--- src/rtl/ro_freq_counter.sv ---
// Ring-oscillator frequency counter: counts synchronized rising edges of ro_in over a
// programmable 2^(MIN_LOG2+win_sel) cycle gate window and exposes the latched result byte-wise.
module ro_freq_counter #(
  parameter  int unsigned CNT_W    = 16,
  parameter  int unsigned MIN_LOG2 = 10,
  parameter  int unsigned SEL_W    = 3,
  localparam int unsigned BSEL_W   = (CNT_W / 8 > 1) ? $clog2(CNT_W / 8) : 1
) (
  input  logic              clk,
  input  logic              rst_n,
  input  logic              ena,
  input  logic              ro_in,
  input  logic              start,
  input  logic [SEL_W-1:0]  win_sel,
  input  logic [BSEL_W-1:0] byte_sel,
  output logic [7:0]        count_out,
  output logic              busy,
  output logic              done,
  output logic              overflow
);

  localparam int unsigned NUM_BYTES = CNT_W / 8;
  localparam int unsigned WIN_W     = MIN_LOG2 + (1 << SEL_W);

  typedef enum logic [1:0] {
    S_IDLE,
    S_ARM,
    S_MEASURE
  } state_t;

  state_t state_q, state_d;

  logic              sync1_q, ro_s_q, ro_s_d_q;
  logic              arm_cnt_q;
  logic [SEL_W-1:0]  win_sel_q;
  logic [WIN_W-1:0]  win_cnt_q;
  logic [CNT_W-1:0]  edge_cnt_q, result_q;
  logic              edge_ovf_q;
  logic              busy_q, done_q, ovf_q;

  logic              edge_c, sat_c, win_last_c;
  logic              accept_c, arm_end_c, meas_end_c;
  logic [WIN_W-1:0]  win_max_c;
  logic [CNT_W-1:0]  cnt_nxt_c;
  logic              ovf_nxt_c;

  // Edge pulse and saturating next-count, shared by counting and final latch
  always_comb begin
    edge_c     = ro_s_q & ~ro_s_d_q;
    sat_c      = &edge_cnt_q;
    cnt_nxt_c  = (edge_c && !sat_c) ? edge_cnt_q + CNT_W'(1) : edge_cnt_q;
    ovf_nxt_c  = edge_ovf_q | (edge_c & sat_c);
    win_max_c  = ((WIN_W'(1) << MIN_LOG2) << win_sel_q) - WIN_W'(1);
    win_last_c = (win_cnt_q == win_max_c);
  end

  always_ff @(posedge clk or negedge rst_n) begin
    if (!rst_n) state_q <= S_IDLE;
    else        state_q <= state_d;
  end

  // Next state and per-cycle control strobes; ena low aborts from any state
  always_comb begin
    state_d    = state_q;
    accept_c   = 1'b0;
    arm_end_c  = 1'b0;
    meas_end_c = 1'b0;
    if (!ena) begin
      state_d = S_IDLE;
    end else begin
      case (state_q)
        S_IDLE: begin
          if (start) begin
            accept_c = 1'b1;
            state_d  = S_ARM;
          end
        end
        S_ARM: begin
          if (arm_cnt_q) begin
            arm_end_c = 1'b1;
            state_d   = S_MEASURE;
          end
        end
        S_MEASURE: begin
          if (win_last_c) begin
            meas_end_c = 1'b1;
            state_d    = S_IDLE;
          end
        end
        default: state_d = S_IDLE;
      endcase
    end
  end

  always_ff @(posedge clk or negedge rst_n) begin
    if (!rst_n) begin
      sync1_q    <= 1'b0;
      ro_s_q     <= 1'b0;
      ro_s_d_q   <= 1'b0;
      arm_cnt_q  <= 1'b0;
      win_sel_q  <= '0;
      win_cnt_q  <= '0;
      edge_cnt_q <= '0;
      edge_ovf_q <= 1'b0;
      result_q   <= '0;
      busy_q     <= 1'b0;
      done_q     <= 1'b0;
      ovf_q      <= 1'b0;
    end else begin
      sync1_q   <= ro_in;
      ro_s_q    <= sync1_q;
      ro_s_d_q  <= ro_s_q;
      busy_q    <= (state_d != S_IDLE);
      // Second ARM cycle is flagged so ARM lasts exactly two cycles
      arm_cnt_q <= (state_q == S_ARM) && (state_d == S_ARM);

      if (accept_c) begin
        win_sel_q  <= win_sel;
        edge_cnt_q <= '0;
        edge_ovf_q <= 1'b0;
        done_q     <= 1'b0;
        ovf_q      <= 1'b0;
      end

      if (arm_end_c) begin
        win_cnt_q <= '0;
      end else if (ena && state_q == S_MEASURE) begin
        win_cnt_q  <= win_cnt_q + WIN_W'(1);
        edge_cnt_q <= cnt_nxt_c;
        edge_ovf_q <= ovf_nxt_c;
      end

      if (meas_end_c) begin
        result_q <= cnt_nxt_c;
        ovf_q    <= ovf_nxt_c;
        done_q   <= 1'b1;
      end
    end
  end

  // Byte mux of the latched result; unmapped selects read as zero
  always_comb begin
    count_out = 8'h00;
    for (int i = 0; i < int'(NUM_BYTES); i++) begin
      if (BSEL_W'(i) == byte_sel) count_out = result_q[i*8 +: 8];
    end
  end

  assign busy     = busy_q;
  assign done     = done_q;
  assign overflow = ovf_q;

endmodule

--- config.mk ---
export PLATFORM = sky130hd
export DESIGN_NAME = ro_freq_counter
export DESIGN_NICKNAME = d
export VERILOG_FILES = /design/src/rtl/ro_freq_counter.sv
export SDC_FILE = /design/constraint.sdc
export NUM_CORES = 1
export LEC_CHECK = 0
export CAP_MARGIN = 25
export CORE_MARGIN = 8
export CORE_UTILIZATION = 55
export DETAILED_ROUTE_END_ITERATION = 8
export PLACE_DENSITY = 0.75
export SYNTH_ARGS = -nofsm -noshare
export SYNTH_HDL_FRONTEND = slang
export SYNTH_SLANG_ARGS = --single-unit
--- constraint.sdc ---
create_clock -name clk -period 3.2 [get_ports clk]
set_clock_uncertainty 0.05 [all_clocks]
set_input_delay 0.64 -clock clk [delete_from_list [all_inputs] [get_ports clk]]
set_output_delay 0.64 -clock clk [all_outputs]
set_load 0.01 [all_outputs]
==> flow_metrics.py <==
metrics = {
    "pwr": {
        "combinationalPowerShare": 0.102,
        "internal_power_uw": 1190,
        "clkPwrFrac": 0.352,
        "net-switching-power_uw": 416,
        "p_leak_uw": 0.00172,
        "vdd_drop_max_mv": 0.237,
        "seq_power_share": 0.547,
        "switching_share": 0.259,
        "p_per_area_mw_per_mm2": 428,
    },
    "timing": {
        "rsz_0062_raised_after_global_routing": "false",
        "report.final.setup_viol": 0,
        "maxClockFrequency_mhz": 342,
        "hold_viol": 0,
        "finalMaxSlewViolations": 0,
        "timing.setup.tns_ps": 0,
        "worst_hold_slack_ps": 206,
        "post-route-period-util": 0.913,
        "maxSlewHeadroom": 0.555,
        "slew_at_the_pin_closest_to_its_max_slew_limit_ps": 667,
        "finalWorstPathRequiredPeriod_ps": 2920,
    },
    "worst_setup_path": {
        "critical_path.most_common_cell": "sky130_fd_sc_hd__clkdlybuf4s50_1",
        "ff2ff_setup_slack_ps": 770,
        "critical_path_arrival_ps": 2230,
        "worstSetupPathType": "in2out",
        "critical-path-slowest-cell": "sky130_fd_sc_hd__clkdlybuf4s50_1",
        "critical_path.cell_chain": "clkdlybuf4s50_1 > mux2_2 > clkdlybuf4s50_1",
        "type_of_destination_of_the_critical_path": "output pin",
        "critPathLaunchType": "primary input",
        "timing.critical_path.slowest_cell_delay_ps": 710,
        "cp_max_fo": 9,
        "cp_required_ps": 2510,
    },
    "logic_synthesis": {
        "synthTopCellsByArea": "sky130_fd_sc_hd__dfrtp_1 47%, sky130_fd_sc_hd__nand2_1 5.6%, sky130_fd_sc_hd__mux2_2 5.4%",
        "syn_area_cell_um2": 9.58,
        "post-synth-top-area-cell": "sky130_fd_sc_hd__dfrtp_1",
        "postSynthCellCount": 348,
        "synth_edf_count": 0,
        "ys_seq_elements": 63,
        "list_of_most_frequent_post_synthesis_cells": "63 x sky130_fd_sc_hd__dfrtp_1, 50 x sky130_fd_sc_hd__nand2_1, 33 x sky130_fd_sc_hd__nor2_1",
        "yosysMostFrequentCell": "sky130_fd_sc_hd__dfrtp_1",
        "synth_top_area_frac": 0.473,
        "syn_nets": 359,
        "yosys_warnings": 0,
        "seq_area_frac_synth": 0.473,
        "ys_async_rst_share": 1.00,
        "synthesis.area_mm2": 0.00333,
        "ys.flop_type": "sky130_fd_sc_hd__dfrtp_1",
        "synthDistinctLibCells": 45,
    },
    "global_route": {
        "globalRouteOverflowTotal": 0,
        "wire_length_of_the_first_global_routing_pass_mm": 12.0,
        "grt_start_max_net_pins": 25,
        "antenna_violations_before_repair": 0,
        "grt_pass1_vias": 2478,
        "overall_fraction_of_global_route_tracks_in_use": 0.172,
    },
    "clock_tree": {
        "ctsRootBufferMaster": "sky130_fd_sc_hd__clkbuf_8",
        "worst_setup_hold_path_clk_slew_ps": 70,
        "numClockSinks": 63,
        "ctsHoldBuffers": 0,
        "cts_resized": 0,
        "cts_made_buffers": 9,
        "cts_tree": "done",
        "clk_latency_ps": 340,
        "max_root_sink_buffers": 2,
        "h-tree-depth": 3,
        "postCtsSetupRepairBufs": 0,
    },
    "route": {
        "drt-vias-per-instance": 5.70,
        "route.vias.total": 2548,
        "finalWirelength_mm": 6.90,
        "wire_per_inst_um": 15.4,
        "post-route-drc-count": 0,
        "drtPass1Iterations": 7,
        "detail_route.iter0.violations": 206,
        "detail_route_antenna_nets": 0,
    },
    "job": {
        "max_cap_viol_count": 0,
    },
    "finish": {
        "layout.cells.non_filler": 447,
        "postLayoutCellArea_mm2": 0.00374,
        "antennaDiodeCount": 0,
        "nFillCells": 470,
        "synthToLayoutAreaGrowth_pct": 12.2,
        "post_route_cells_drive_above_1_share": 0.121,
        "final_nets": 381,
    },
    "die": {
        "io_pins": 20,
        "fp.dieArea_mm2": 0.00881,
        "core_region_mm2": 0.00589,
        "floorplan.die.width_um": 93.9,
        "core.rowCount": 28,
        "dieHeight_um": 93.9,
        "start_util": 0.567,
    },
    "placement": {
        "numPortBuffers": 19,
        "place_hpwl_mm": 4.99,
        "placedInstanceArea_mm2": 0.00359,
        "place.detailed.instances": 434,
        "gp_congestion": 0.831,
    },
    "run_status": {
        "run_status": "finished clean",
    },
    "worst_hold_path": {
        "class_of_the_tightest_hold_or_removal_check": "in2async",
    },
}
-- flip-flops by register name, indices dropped and copies added (netlist names) --
signal,flops
result_q,16
busy,1
edge_ovf_q,1
done,1
overflow,1
state_q,2
edge_cnt_q,16
sync1_q,1
win_sel_q,3
win_cnt_q,18
arm_cnt_q,1
ro_s_q,1
ro_s_d_q,1
-- cell families (layout without fill, tap and decap cells) --
logic type,Yosys count,after routing,synth area share
xor gates and xnor gates,28,28,0.0735
buffers and inverters,23,47,0.0308
DFF,63,63,0.473
and+or+nand+nor,144,144,0.211
adders and majority gates,2,2,0.00750
AOI/OAI and AO/OA,61,61,0.106
muxes,27,27,0.0983
-- through the flow --
stage               power, uW  setup WS (ps)   util
global route             1690            222  0.636
global placement         1050            319  0.610
finish                   1600            279  0.636
floorplan                 997            986      -
CTS                      1620            276  0.636
detailed placement       1050            275  0.610
-- area by class of cell --
cell class              count  area (um^2)  area share
clock inverters             2         10.0     0.00268
well taps                  75         93.8      0.0251
inverters                   9         33.8     0.00903
multi-input cells         262         1660       0.442
repair buffers             25          230      0.0615
clock buffers              11          141      0.0378
flip-flops and latches     63         1580       0.421
-- routing by layer --
| layer | wire length [um] | share of wire | GRT usage |
|---|---|---|---|
| met5 | 0 | 0 | 0 |
| met4 | 132 | 0.019 | 0.0793 |
| met3 | 307 | 0.044 | 0.0400 |
| met2 | 3040 | 0.44 | 0.246 |
| met1 | 3430 | 0.50 | 0.240 |
-- cells in the final DEF (no fill, tap or decap), types with 9 or more instances in the layout --
cell / instances
sky130_fd_sc_hd__a21oi_1: 20
sky130_fd_sc_hd__clkbuf_8: 10
sky130_fd_sc_hd__clkdlybuf4s50_1: 18
sky130_fd_sc_hd__dfrtp_1: 63
sky130_fd_sc_hd__inv_1: 9
sky130_fd_sc_hd__mux2_2: 16
sky130_fd_sc_hd__nand2_1: 50
sky130_fd_sc_hd__nand3_1: 16
sky130_fd_sc_hd__nor2_1: 33
sky130_fd_sc_hd__o21ai_0: 20
sky130_fd_sc_hd__xnor2_1: 14
sky130_fd_sc_hd__xor2_1: 14
-- critical path, delay by kind of cell --
family | cells | cell delay, ps
buf+inv | 2 | 1200
mux | 1 | 390
-- path summary, 6_finish.rpt --
path | start | cells past startpoint | end
worst max register to register | edge_cnt_q[0] | 7 | result_q[3]
worst max-delay path | byte_sel | 3 | count_out[4]
max in group asynchronous | rst_n | 2 | edge_cnt_q[8]
worst min-delay path | rst_n | 1 | arm_cnt_q
worst min register to register | sync1_q | 0 | ro_s_q
min in group clk | sync1_q | 0 | ro_s_q
-- power by group through the flow --
stage                     clock [uW]  sequential [uW]  combinational (uW)
final                            563              876                 163
after global routing             624              881                 186
after CTS                        579              874                 165
after detailed placement           0              888                 164
after global placement             0              888                 161
after floorplan                    0              869                 128
No activity file was read; power rests on OpenSTA's default activity.
